--- src/rtl/bus_arbiter_if.sv ---
// rtl/bus_arbiter_if.sv - two-master request bus plus system-bridge side of the arbiter.
interface bus_arbiter_if;
    logic        req0;
    logic        we0;
    logic [31:0] addr0;
    logic [31:0] wdata0;
    logic        req1;
    logic        we1;
    logic [31:0] addr1;
    logic [31:0] wdata1;
    logic        ack0;
    logic        ack1;
    logic        err0;
    logic        err1;
    logic [31:0] rdata;
    logic [31:0] busAddr;
    logic [31:0] busWdata;
    logic        busWe;
    logic [31:0] busRdata;
    logic        owner;

    modport slave (
        input  req0, we0, addr0, wdata0,
        input  req1, we1, addr1, wdata1,
        input  busRdata,
        output ack0, ack1, err0, err1, rdata,
        output busAddr, busWdata, busWe, owner
    );

    modport master (
        output req0, we0, addr0, wdata0,
        output req1, we1, addr1, wdata1,
        output busRdata,
        input  ack0, ack1, err0, err1, rdata,
        input  busAddr, busWdata, busWe, owner
    );
endinterface

--- src/rtl/bus_arbiter.sv ---
// rtl/bus_arbiter.sv - round-robin two-master arbiter with address decode, IDLE/ACCESS/RESP per transaction.
module bus_arbiter (
    input  logic         clk,
    input  logic         reset,
    bus_arbiter_if.slave bus
);
    typedef enum logic [1:0] {IDLE, ACCESS, RESP} state_t;

    state_t      state, stateNext;
    logic        owner, ownerNext;
    logic        lastGrant, lastGrantNext;
    logic        grantWinner;
    logic        errReg;
    logic [31:0] rdataReg;
    logic [31:0] selAddr;
    logic [31:0] selWdata;
    logic        selWe;
    logic        addrLegal;
    logic        inAccess;

    // Memory window plus the small timer block; everything else is rejected.
    function automatic logic isLegal(input logic [31:0] a);
        return (a <= 32'h0000_2FFF) || ((a >= 32'h0000_7F00) && (a <= 32'h0000_7F1F));
    endfunction

    assign selAddr   = owner ? bus.addr1  : bus.addr0;
    assign selWdata  = owner ? bus.wdata1 : bus.wdata0;
    assign selWe     = owner ? bus.we1    : bus.we0;
    assign addrLegal = isLegal(selAddr);
    assign inAccess  = (state == ACCESS);

    // lastGrant resets to 1 so master 0 wins the first contention.
    assign grantWinner = (bus.req0 && bus.req1) ? ~lastGrant : bus.req1;

    always_ff @(posedge clk or negedge reset) begin
        if (!reset) begin
            state     <= IDLE;
            owner     <= 1'b0;
            lastGrant <= 1'b1;
            rdataReg  <= 32'h0;
            errReg    <= 1'b0;
        end else begin
            state     <= stateNext;
            owner     <= ownerNext;
            lastGrant <= lastGrantNext;
            if (inAccess) begin
                rdataReg <= addrLegal ? bus.busRdata : 32'h0;
                errReg   <= ~addrLegal;
            end
        end
    end

    always_comb begin
        stateNext     = state;
        ownerNext     = owner;
        lastGrantNext = lastGrant;
        case (state)
            IDLE: begin
                if (bus.req0 || bus.req1) begin
                    stateNext     = ACCESS;
                    ownerNext     = grantWinner;
                    lastGrantNext = grantWinner;
                end
            end
            ACCESS:  stateNext = RESP;
            RESP:    stateNext = IDLE;
            default: stateNext = IDLE;
        endcase
    end

    assign bus.busAddr  = inAccess ? selAddr  : 32'h0;
    assign bus.busWdata = inAccess ? selWdata : 32'h0;
    assign bus.busWe    = inAccess & selWe & addrLegal;

    assign bus.ack0  = (state == RESP) && !owner;
    assign bus.ack1  = (state == RESP) &&  owner;
    assign bus.err0  = bus.ack0 && errReg;
    assign bus.err1  = bus.ack1 && errReg;
    assign bus.rdata = rdataReg;
    assign bus.owner = owner;
endmodule

--- src/flat_wrapper.sv ---
// flat-port wrapper written by rule: the top's interface ports become plain ports
module bus_arbiter_flat 
  (clk, reset, bus_req0, bus_we0, bus_addr0, bus_wdata0, bus_req1, bus_we1, bus_addr1, bus_wdata1, bus_busRdata, bus_ack0, bus_ack1, bus_err0, bus_err1, bus_rdata, bus_busAddr, bus_busWdata, bus_busWe, bus_owner);
  bus_arbiter_if bus_i ();
  input  logic clk;
  input  logic reset;
  input wire logic [$bits(bus_i.req0)-1:0] bus_req0;
  input wire logic [$bits(bus_i.we0)-1:0] bus_we0;
  input wire logic [$bits(bus_i.addr0)-1:0] bus_addr0;
  input wire logic [$bits(bus_i.wdata0)-1:0] bus_wdata0;
  input wire logic [$bits(bus_i.req1)-1:0] bus_req1;
  input wire logic [$bits(bus_i.we1)-1:0] bus_we1;
  input wire logic [$bits(bus_i.addr1)-1:0] bus_addr1;
  input wire logic [$bits(bus_i.wdata1)-1:0] bus_wdata1;
  input wire logic [$bits(bus_i.busRdata)-1:0] bus_busRdata;
  output wire logic [$bits(bus_i.ack0)-1:0] bus_ack0;
  output wire logic [$bits(bus_i.ack1)-1:0] bus_ack1;
  output wire logic [$bits(bus_i.err0)-1:0] bus_err0;
  output wire logic [$bits(bus_i.err1)-1:0] bus_err1;
  output wire logic [$bits(bus_i.rdata)-1:0] bus_rdata;
  output wire logic [$bits(bus_i.busAddr)-1:0] bus_busAddr;
  output wire logic [$bits(bus_i.busWdata)-1:0] bus_busWdata;
  output wire logic [$bits(bus_i.busWe)-1:0] bus_busWe;
  output wire logic [$bits(bus_i.owner)-1:0] bus_owner;
  assign bus_i.req0 = bus_req0;
  assign bus_i.we0 = bus_we0;
  assign bus_i.addr0 = bus_addr0;
  assign bus_i.wdata0 = bus_wdata0;
  assign bus_i.req1 = bus_req1;
  assign bus_i.we1 = bus_we1;
  assign bus_i.addr1 = bus_addr1;
  assign bus_i.wdata1 = bus_wdata1;
  assign bus_i.busRdata = bus_busRdata;
  assign bus_ack0 = bus_i.ack0;
  assign bus_ack1 = bus_i.ack1;
  assign bus_err0 = bus_i.err0;
  assign bus_err1 = bus_i.err1;
  assign bus_rdata = bus_i.rdata;
  assign bus_busAddr = bus_i.busAddr;
  assign bus_busWdata = bus_i.busWdata;
  assign bus_busWe = bus_i.busWe;
  assign bus_owner = bus_i.owner;
  bus_arbiter u_core (.clk(clk), .reset(reset), .bus(bus_i));
endmodule
--- config.mk ---
export PLATFORM = sky130hd
export DESIGN_NAME = bus_arbiter_flat
export DESIGN_NICKNAME = d
export VERILOG_FILES = /design/src/rtl/bus_arbiter_if.sv /design/src/rtl/bus_arbiter.sv /design/src/flat_wrapper.sv
export SDC_FILE = /design/constraint.sdc
export NUM_CORES = 1
export LEC_CHECK = 0
export ABC_AREA = 1
export ABC_CLOCK_PERIOD_IN_PS = 1800
export BUFFER_PORTS_ARGS = -buffer_cell sky130_fd_sc_hd__buf_2
export CAP_MARGIN = 20
export CORE_ASPECT_RATIO = 0.5
export CORE_MARGIN = 3
export CORE_UTILIZATION = 38
export DETAILED_ROUTE_END_ITERATION = 10
export PLACE_DENSITY_LB_ADDON = 0.08
export SYNTH_ARGS = -nofsm -noshare
export SYNTH_HDL_FRONTEND = slang
export SYNTH_SLANG_ARGS = --single-unit
--- constraint.sdc ---
create_clock -name clk -period 1.8 [get_ports clk]
set_input_delay 0.18 -clock clk [delete_from_list [all_inputs] [get_ports clk]]
set_output_delay 0.18 -clock clk [all_outputs]
set_load 0.02 [all_outputs]
==> results.json, run 1 <==
{
  "status": "complete, but fails checks",
  "violations": "negative setup slack",
  "yosysWarnings": 0,
  "fin_skew_ps": 7.47,
  "finalWorstSetupSlack_ps": -225,
  "synth_seq_area_share_pct": 31.8,
  "cpPeakStageDelay_ps": 450,
  "insertion_delay_ps": 280,
  "hold_class": "in2reg",
  "relSlewSlack_pct": 77.6,
  "syn_area_per_cell_um2": 5.98,
  "grt-ovfl-total": 0,
  "layout-drive-gt1-share_pct": 43.6,
  "crit_chain": "clkinv_4 > clkbuf_16 > nand2_1 > nand2_1 > nand2_1 > nor2_1 > nand3_1 > nor2_4 > nand3_2 > nor2_4 > buf_6",
  "min_period_over_period_pct": 113,
  "crit_type": "reg2out",
  "drt-total-wl_um": 12400,
  "viasPerCell": 4.79,
  "worst_pin_slew_ps": 335,
  "routabilityCongestion": 0.800,
  "reg2reg_to": "u_core.errReg",
  "areaGrowthSynthToFinish_pct": 68.0,
  "grt_max_degree": 53,
  "setup_viol": 3,
  "drt_first_pass_iters": 5,
  "drtIter0Drc": 263,
  "grt_setup_unrepaired": "true",
  "r2r_slack_ps": -40,
  "power_mw": 6.56,
  "p_per_area_nw_per_um2": 1340,
  "h-tree-depth": 2,
  "ios": 268,
  "crit_path_end": "bus_busWe",
  "ant_nets": 0,
  "drv_slew": 0,
  "cts_tree": "done",
  "grt_antenna_before_repair": 0,
  "leakagePower_nw": 3.04,
  "reg2reg_from": "u_core.bus.owner",
  "grt_pass1_wl_um": 16500,
  "setup.worst_path.start_class": "register",
  "clock_sinks": 37,
  "synth_nets": 654,
  "vias": 4075,
  "crit_top_cell": "nand2_1",
  "synth_area_um2": 2920,
  "n_fill_cell": 653,
  "crit_slowest_cell": "dfrtp_2",
  "holdWs_ps": 159,
  "coreArea_um2": 7040,
  "cp_max_fo": 5,
  "irDropWorstVdd_v": 0.000573,
  "cp_data_arrival_time_ps": 1850,
  "num_rows": 21,
  "layout.nets": 924,
  "grt_usage_pct": 23.6,
  "cts_buffers": 5,
  "tns_ps": -270,
  "worst-r2r-cell-count": 13,
  "wl_per_cell_um": 14.5,
  "worst_setup_path_end_kind": "output port",
  "die_area_um2": 8830,
  "required_ps": 1620,
  "maxCapViolCount": 0,
  "place_ws_ps": -20.1,
  "hpwlAfterDp_um": 9050,
  "synthCells": 488,
  "clk_pin_slew_worst_paths_ps": 60,
  "period_minus_slack_ps": 2030,
  "die_h_um": 68.0,
  "register_area_um2": 930,
  "timing_hold_violations_final": 0,
  "root_buffer": "clkbuf_16",
  "grt_pass1_vias": 3391,
  "start_util_pct": 41.5,
  "antenna_cells": 0,
  "clock_path_buffers": 2,
  "final_util_pct": 69.7,
  "crit_path_start": "u_core.bus.owner",
  "ys_types": 24,
  "yosys_register_bits": 37,
  "drc": 0,
  "die_x_um": 130,
  "multi_input_area_um2": 1760,
  "io_buffers": 267,
  "timing.fmax_ghz": 0.494
}
==> worst min path at each step <==
stage	slack (ps)	depth (start not counted)	from	to
after floorplan	-120	0	reset	u_core.bus.owner
after global placement	100	1	reset	u_core.bus.rdata[10]
after detailed placement	100	1	reset	u_core.bus.rdata[10]
after CTS	160	2	bus_req0	u_core.state[0]
after global routing	170	2	bus_req0	u_core.state[0]
final	160	2	bus_req0	u_core.state[0]
==> metal layers <==
layer  track usage (%)  part of all wire (%)
met5                 0                     0
met4              6.22                   1.5
met3              3.82                   7.0
met2              37.6                    49
met1              33.5                    43
==> through the flow <==
step	cells	area, µm²
CTS	844	4680
detailed placement	831	4390
global placement	831	4390
global route	851	4900
finish	851	4900
floorplan	488	2950
==> synth_stat cells <==
| cell | instances | area (µm²) |
|---|---|---|
| o21a_1 | 1 | 7.51 |
| a21oi_1 | 50 | 250 |
| dfstp_2 | 1 | 26.3 |
| buf_4 | 2 | 15.0 |
| mux2i_1 | 1 | 10.0 |
| nor3_1 | 2 | 10.0 |
| nor4_1 | 2 | 12.5 |
| nor2_4 | 1 | 11.3 |
| nand3_2 | 1 | 10.0 |
| buf_1 | 3 | 11.3 |
| nand3b_1 | 32 | 240 |
| nand3_1 | 5 | 25.0 |
| buf_6 | 6 | 67.6 |
| o21ai_1 | 1 | 5.00 |
| nand2_1 | 255 | 957 |
| buf_2 | 5 | 25.0 |
| nor2_1 | 26 | 97.6 |
| inv_1 | 29 | 109 |
| nor2_2 | 2 | 12.5 |
| dfrtp_1 | 36 | 901 |
| nand2_2 | 4 | 25.0 |
| inv_2 | 2 | 7.51 |
| clkbuf_1 | 18 | 67.6 |
| o21ai_0 | 3 | 15.0 |
==> sequential cells by signal, summed over array words and instances (netlist names) <==
register,cells
u_core.bus.owner,1
u_core.bus.rdata,32
u_core.errReg,1
u_core.lastGrant,1
u_core.state,2
==> final cells by class <==
cell class                 count  share of cell area, %
sequential                    37                   19.0
clock inverter                 3                  0.434
clock buffer                   5                   2.55
timing repair buffer         297                   37.3
inverter                      31                   2.47
tap                           92                   2.35
multi-input combinational    386                   35.9
==> where the power goes <==
part	switching (mW)	total (mW)	internal, mW
clock	0.345	0.860	0.515
combinational	2.93	4.74	1.81
sequential	0.0593	0.961	0.902
total	3.33	6.56	3.22
==> cell usage in the layout, fill, tap and decap left out, types with 2 or more instances in the layout <==
cell / instances
a21oi_1: 50
buf_12: 7
buf_16: 2
buf_2: 254
buf_4: 24
buf_6: 3
clkbuf_16: 10
dfrtp_1: 34
dfrtp_2: 2
inv_1: 29
nand2_1: 251
nand2_2: 8
nand3_1: 4
nand3_2: 2
nand3b_1: 32
nor2_1: 23
nor2_2: 4
nor2_4: 2
o21ai_0: 2
o21ai_2: 2
==> timing repair <==
action | 4_1_cts | 5_1_grt
hold buffers | 1 | 0
gates cloned | 2 | 5
hold endpoints to repair | 13 | 0
resized for setup | 18 | 31
buffers inserted | 2 | 4
endpoints found under the setup margin | 84 | 92
pin swaps | 4 | 1
==> critical path, delay by kind of cell, from the launching register on <==
kind,cells,cell delay (ps)
buffers and inverters,3,370
and+or+nand+nor,8,750
DFF,1,450
==> cell families after synthesis <==
family,after synthesis,synth area share [%]
compound gates,55,9.52
buf+inv,65,10.4
flops,37,31.8
mux,1,0.343
simple gates,330,48.0
(Power assumes the default switching activity.)
==> run 2: changes to the inputs <==
ABC_CLOCK_PERIOD_IN_PS = 1950   (was 1800)
PLACE_DENSITY = 0.82   (was unset)
PLACE_DENSITY_LB_ADDON = unset   (was 0.08)
SLEW_MARGIN = 20   (was unset)
clock period = 1.95 ns   (was 1.8 ns; I/O delays follow)
==> results.json, run 2 (synthesized netlist as in run 1, its figures left out) <==
{
  "grt_pass1_vias": 3522,
  "coreArea_um2": 7040,
  "holdWs_ps": 174,
  "required_ps": 1750,
  "leakagePower_nw": 2.89,
  "mostFrequentLayoutCell": "buf_2",
  "maxCapViolCount": 0,
  "irDropWorstVdd_v": 0.000531,
  "status": "complete, but fails checks",
  "largest_register_ffs": 32,
  "pwr-share-clk_pct": 14.6,
  "grt_setup_unrepaired": "true",
  "mostFrequentLayoutCells": "266 x buf_2, 251 x nand2_1, 50 x a21oi_1",
  "viasPerCell": 4.81,
  "cp_max_fo": 40,
  "final_cells": 839,
  "start_util_pct": 41.5,
  "wl_per_cell_um": 13.9,
  "timing_hold_violations_final": 0,
  "setup_viol": 16,
  "grt_antenna_before_repair": 1,
  "reg2reg_from": "u_core.bus.owner",
  "swShare_pct": 54.1,
  "crit_type": "reg2out",
  "clk_pin_slew_worst_paths_ps": 60,
  "drv_slew": 0,
  "root_buffer": "clkbuf_16",
  "ios": 268,
  "finalWorstSetupSlack_ps": -131,
  "h-tree-depth": 2,
  "cp_data_arrival_time_ps": 1890,
  "n_fill_cell": 650,
  "clock_sinks": 37,
  "cts_buffers": 5,
  "drt_first_pass_iters": 4,
  "hpwlAfterDp_um": 9130,
  "grt-ovfl-total": 0,
  "min_period_over_period_pct": 107,
  "grt_usage_pct": 24.1,
  "drc": 0,
  "vias": 4032,
  "p_per_area_nw_per_um2": 1160,
  "reg2reg_to": "u_core.errReg",
  "timing.fmax_ghz": 0.481,
  "cts_tree": "done",
  "relSlewSlack_pct": 63.2,
  "insertion_delay_ps": 270,
  "areaGrowthSynthToFinish_pct": 56.0,
  "hold_class": "in2reg",
  "die_area_um2": 8830,
  "worst_pin_slew_ps": 552,
  "violations": "negative setup slack",
  "fin_skew_ps": 3.33,
  "setup.worst_path.start_class": "register",
  "layout.nets": 911,
  "clock_path_buffers": 2,
  "drt-total-wl_um": 11700,
  "r2r_slack_ps": 70,
  "routabilityCongestion": 0.884,
  "crit_path_start": "u_core.bus.owner",
  "switchingPower_mw": 2.87,
  "layout-drive-gt1-share_pct": 41.8,
  "register_area_um2": 928,
  "dp_cells": 827,
  "grt_pass1_wl_um": 17000,
  "multi_input_area_um2": 1730,
  "p_seq_share_pct": 16.8,
  "num_rows": 21,
  "ant_nets": 0,
  "p_comb_share_pct": 68.6,
  "p_int_mw": 2.43,
  "period_minus_slack_ps": 2080,
  "worst_setup_path_end_kind": "output port",
  "crit_path_end": "bus_busWdata[7]",
  "grt_max_degree": 57,
  "io_buffers": 267,
  "die_x_um": 130,
  "die_h_um": 68.0,
  "drtIter0Drc": 298,
  "worst-r2r-cell-count": 12
}
-- run 2: worst max-delay path, cell delays in order (launching register included) --
cell,delay (ps)
dfrtp_2,420
buf_12,200
buf_4,400
nand2_1,90
a21oi_1,270
buf_2,220
-- run 2: final cells by class --
| cell class | instances | share of cell area, % |
|---|---|---|
| tap | 92 | 2.53 |
| timing repair buffer | 284 | 33.1 |
| inverter | 31 | 2.66 |
| sequential | 37 | 20.4 |
| clock inverter | 2 | 0.330 |
| multi-input combinational | 386 | 38.1 |
| clock buffer | 6 | 2.83 |
| antenna | 1 | 0.0549 |
-- run 2: per-stage QoR --
stage          util, %  power (mW)  TNS (ps)  setup WS, ps  instance area [µm²]
2_1_floorplan        -        3.37         0          42.6                 2930
3_3_place_gp      61.4        4.41         0           105                 4320
3_5_place_dp      61.4        4.44         0          64.6                 4320
4_1_cts           64.2        5.30      -308         -84.6                 4520
5_1_grt           64.7        5.71     -5320          -219                 4550
6_report          64.7        5.30      -570          -131                 4550
-- run 2: worst min-delay path by stage --
stage          cells after the start      from  slack [ps]                   end
6_report                           2  bus_req0         170       u_core.state[0]
5_1_grt                            2  bus_req0         200       u_core.state[0]
4_1_cts                            2  bus_req0         170       u_core.state[0]
3_5_place_dp                       1     reset         100  u_core.bus.rdata[27]
3_3_place_gp                       1     reset          90  u_core.bus.rdata[27]
2_1_floorplan                      0     reset        -100      u_core.bus.owner
-- run 2: repair_timing --
action                     4_1_cts  5_1_grt
setup endpoints to repair       31       73
setup buffers                    2        0
pin swaps                        1        0
hold endpoints to repair        11        0
hold buffers                     1        0
resized for setup                9        9
-- run 2: power by group through the flow --
stage	clock, mW	combinational [mW]	sequential, mW
after floorplan	0	2.48	0.888
after global placement	0	3.52	0.891
after detailed placement	0	3.55	0.893
after CTS	0.798	3.61	0.891
after global routing	0.821	3.99	0.898
final	0.775	3.63	0.891
-- run 2: per-layer routing --
metal  global-route usage [%]  vias to the layer above  share of wire, %
li1                         -                     2023                 -
met1                     31.4                     1813                41
met2                     42.0                      174                51
met3                     3.35                       22               5.9
met4                     7.77                        0               2.0
met5                        0                        -                 0
==> run 3: changes to the inputs <==
ABC_CLOCK_PERIOD_IN_PS = 2230   (was 1950)
clock period = 2.23 ns   (was 1.95 ns; I/O delays follow)
==> results.json, run 3 (synthesized netlist as in run 1, its figures left out) <==
{
  "setup.worst_path.start_class": "register",
  "cpPeakStageDelay_ps": 470,
  "antenna_cells": 0,
  "cp_top_family": "simple AND/OR/NAND/NOR gates",
  "viasPerCell": 4.66,
  "coreArea_um2": 7040,
  "holdWs_ps": 44.0,
  "die_area_um2": 8830,
  "start_util_pct": 41.5,
  "num_rows": 21,
  "tns_ps": 0,
  "crit_slowest_cell": "dfrtp_2",
  "ios": 268,
  "largest_register_ffs": 32,
  "period_minus_slack_ps": 2140,
  "h-tree-depth": 2,
  "crit_chain": "inv_8 > buf_4 > nand2_1 > nand2_1 > nor2_2 > nand3_2 > nor2_4 > nand3_1 > nor2_1 > buf_4",
  "relSlewSlack_pct": 46.6,
  "grt_usage_pct": 22.4,
  "grt_setup_unrepaired": "true",
  "areaGrowthSynthToFinish_pct": 54.2,
  "die_h_um": 68.0,
  "vias": 3878,
  "leakagePower_nw": 2.88,
  "mostFrequentLayoutCell": "buf_2",
  "clock_sinks": 37,
  "hpwlAfterDp_um": 8590,
  "required_ps": 2010,
  "drv_slew": 0,
  "hold_class": "in2async",
  "maxCapViolCount": 0,
  "cts_tree": "done",
  "min_period_over_period_pct": 95.9,
  "drc": 0,
  "hold_buffers": 0,
  "cp_data_arrival_time_ps": 1920,
  "critPathBufInv": 3,
  "routabilityCongestion": 0.888,
  "fin_skew_ps": 3.29,
  "clk_pin_slew_worst_paths_ps": 50,
  "wl_per_cell_um": 13.4,
  "cp_max_fo": 26,
  "setup_viol": 0,
  "layout.nets": 905,
  "p_per_area_nw_per_um2": 1030,
  "worst_setup_path_end_kind": "output port",
  "mostFrequentLayoutCells": "266 x buf_2, 255 x nand2_1, 50 x a21oi_1",
  "grt_antenna_before_repair": 0,
  "insertion_delay_ps": 270,
  "drt_first_pass_iters": 4,
  "clock_path_buffers": 2,
  "worst_pin_slew_ps": 801,
  "grt_max_degree": 58,
  "place_ws_ps": 249,
  "drt-total-wl_um": 11200,
  "io_buffers": 267,
  "irDropWorstVdd_v": 0.000475,
  "final_cells": 832,
  "cts_buffers": 5,
  "root_buffer": "clkbuf_16",
  "crit_type": "reg2out",
  "grt_pass1_wl_um": 16200,
  "timing_hold_violations_final": 0,
  "timing.fmax_ghz": 0.468,
  "dp_cells": 822,
  "die_x_um": 130,
  "layout-drive-gt1-share_pct": 40.8,
  "grt-ovfl-total": 0,
  "status": "complete, no violations",
  "drtIter0Drc": 384,
  "grt_pass1_vias": 3355,
  "finalWorstSetupSlack_ps": 91.1,
  "ant_nets": 0
}
[run 3: cell types whose count changed in the layout (fill, tap and decap cells not counted), sizes merged]
| cell | before | now |
|---|---|---|
| clkinvlp | 2 | 0 |
| dlygate4sd3 | 1 | 0 |
| buf | 283 | 277 |
| clkinv | 0 | 2 |
| clkbuf | 6 | 7 |
| diode | 1 | 0 |
[run 3: path summary, 6_finish.rpt]
| path | startpoint | end | slack [ps] | cells after the start |
|---|---|---|---|---|
| min | reset | u_core.bus.rdata[10] | 40 | 1 |
| max in group asynchronous | reset | u_core.bus.owner | 1630 | 1 |
| min reg2reg | u_core.bus.rdata[5] | u_core.bus.rdata[5] | 470 | 2 |
| min in group clk | bus_req0 | u_core.state[0] | 220 | 2 |
| max reg2reg | u_core.bus.owner | u_core.errReg | 330 | 12 |
| max | u_core.bus.owner | bus_busWe | 90 | 10 |
[run 3: metal layers]
metal  up-vias  part of all wire (%)  wire length, µm  track usage (%)
li1       2011                     -                -                -
met1      1741                    42             4710             29.3
met2       120                    52             5770             41.6
met3         6                   5.8              645             2.81
met4         0                  0.56               63             2.33
met5         -                     0                0                0
[run 3: power by group]
group | switching (mW) | internal [mW] | leakage (nW)
registers | 0.0576 | 0.726 | 0.505
logic | 2.15 | 1.03 | 2.30
clock network | 0.239 | 0.409 | 0.0706
[run 3: through the flow]
stage	util [%]	area [µm²]	power, mW
finish	63.9	4500	4.62
CTS	63.0	4440	4.54
detailed placement	61.0	4290	3.86
global placement	61.0	4290	3.85
floorplan	-	2920	2.93
global route	63.9	4500	4.98
[run 3: layout make-up]
type | count | area, µm²
fillers | 679 | 2540
multi-input cells | 386 | 1710
repair buffers | 278 | 1490
flip-flops and latches | 37 | 928
clock buffers | 6 | 129
inverters | 31 | 124
well taps | 92 | 115
clock inverters | 2 | 10.0
[run 3: worst register-to-register path, delay by kind of cell, from the launching register on]
family	cells	cell delay, ps
flip-flops	1	470
AND/OR/NAND/NOR	8	710
buffers and inverters	4	610
[run 3: repair_timing]
item	in CTS	in global routing
resized for setup	3	9
cloned	0	1
pin swaps	0	1
setup endpoints to repair	1	1
buffers inserted	0	1
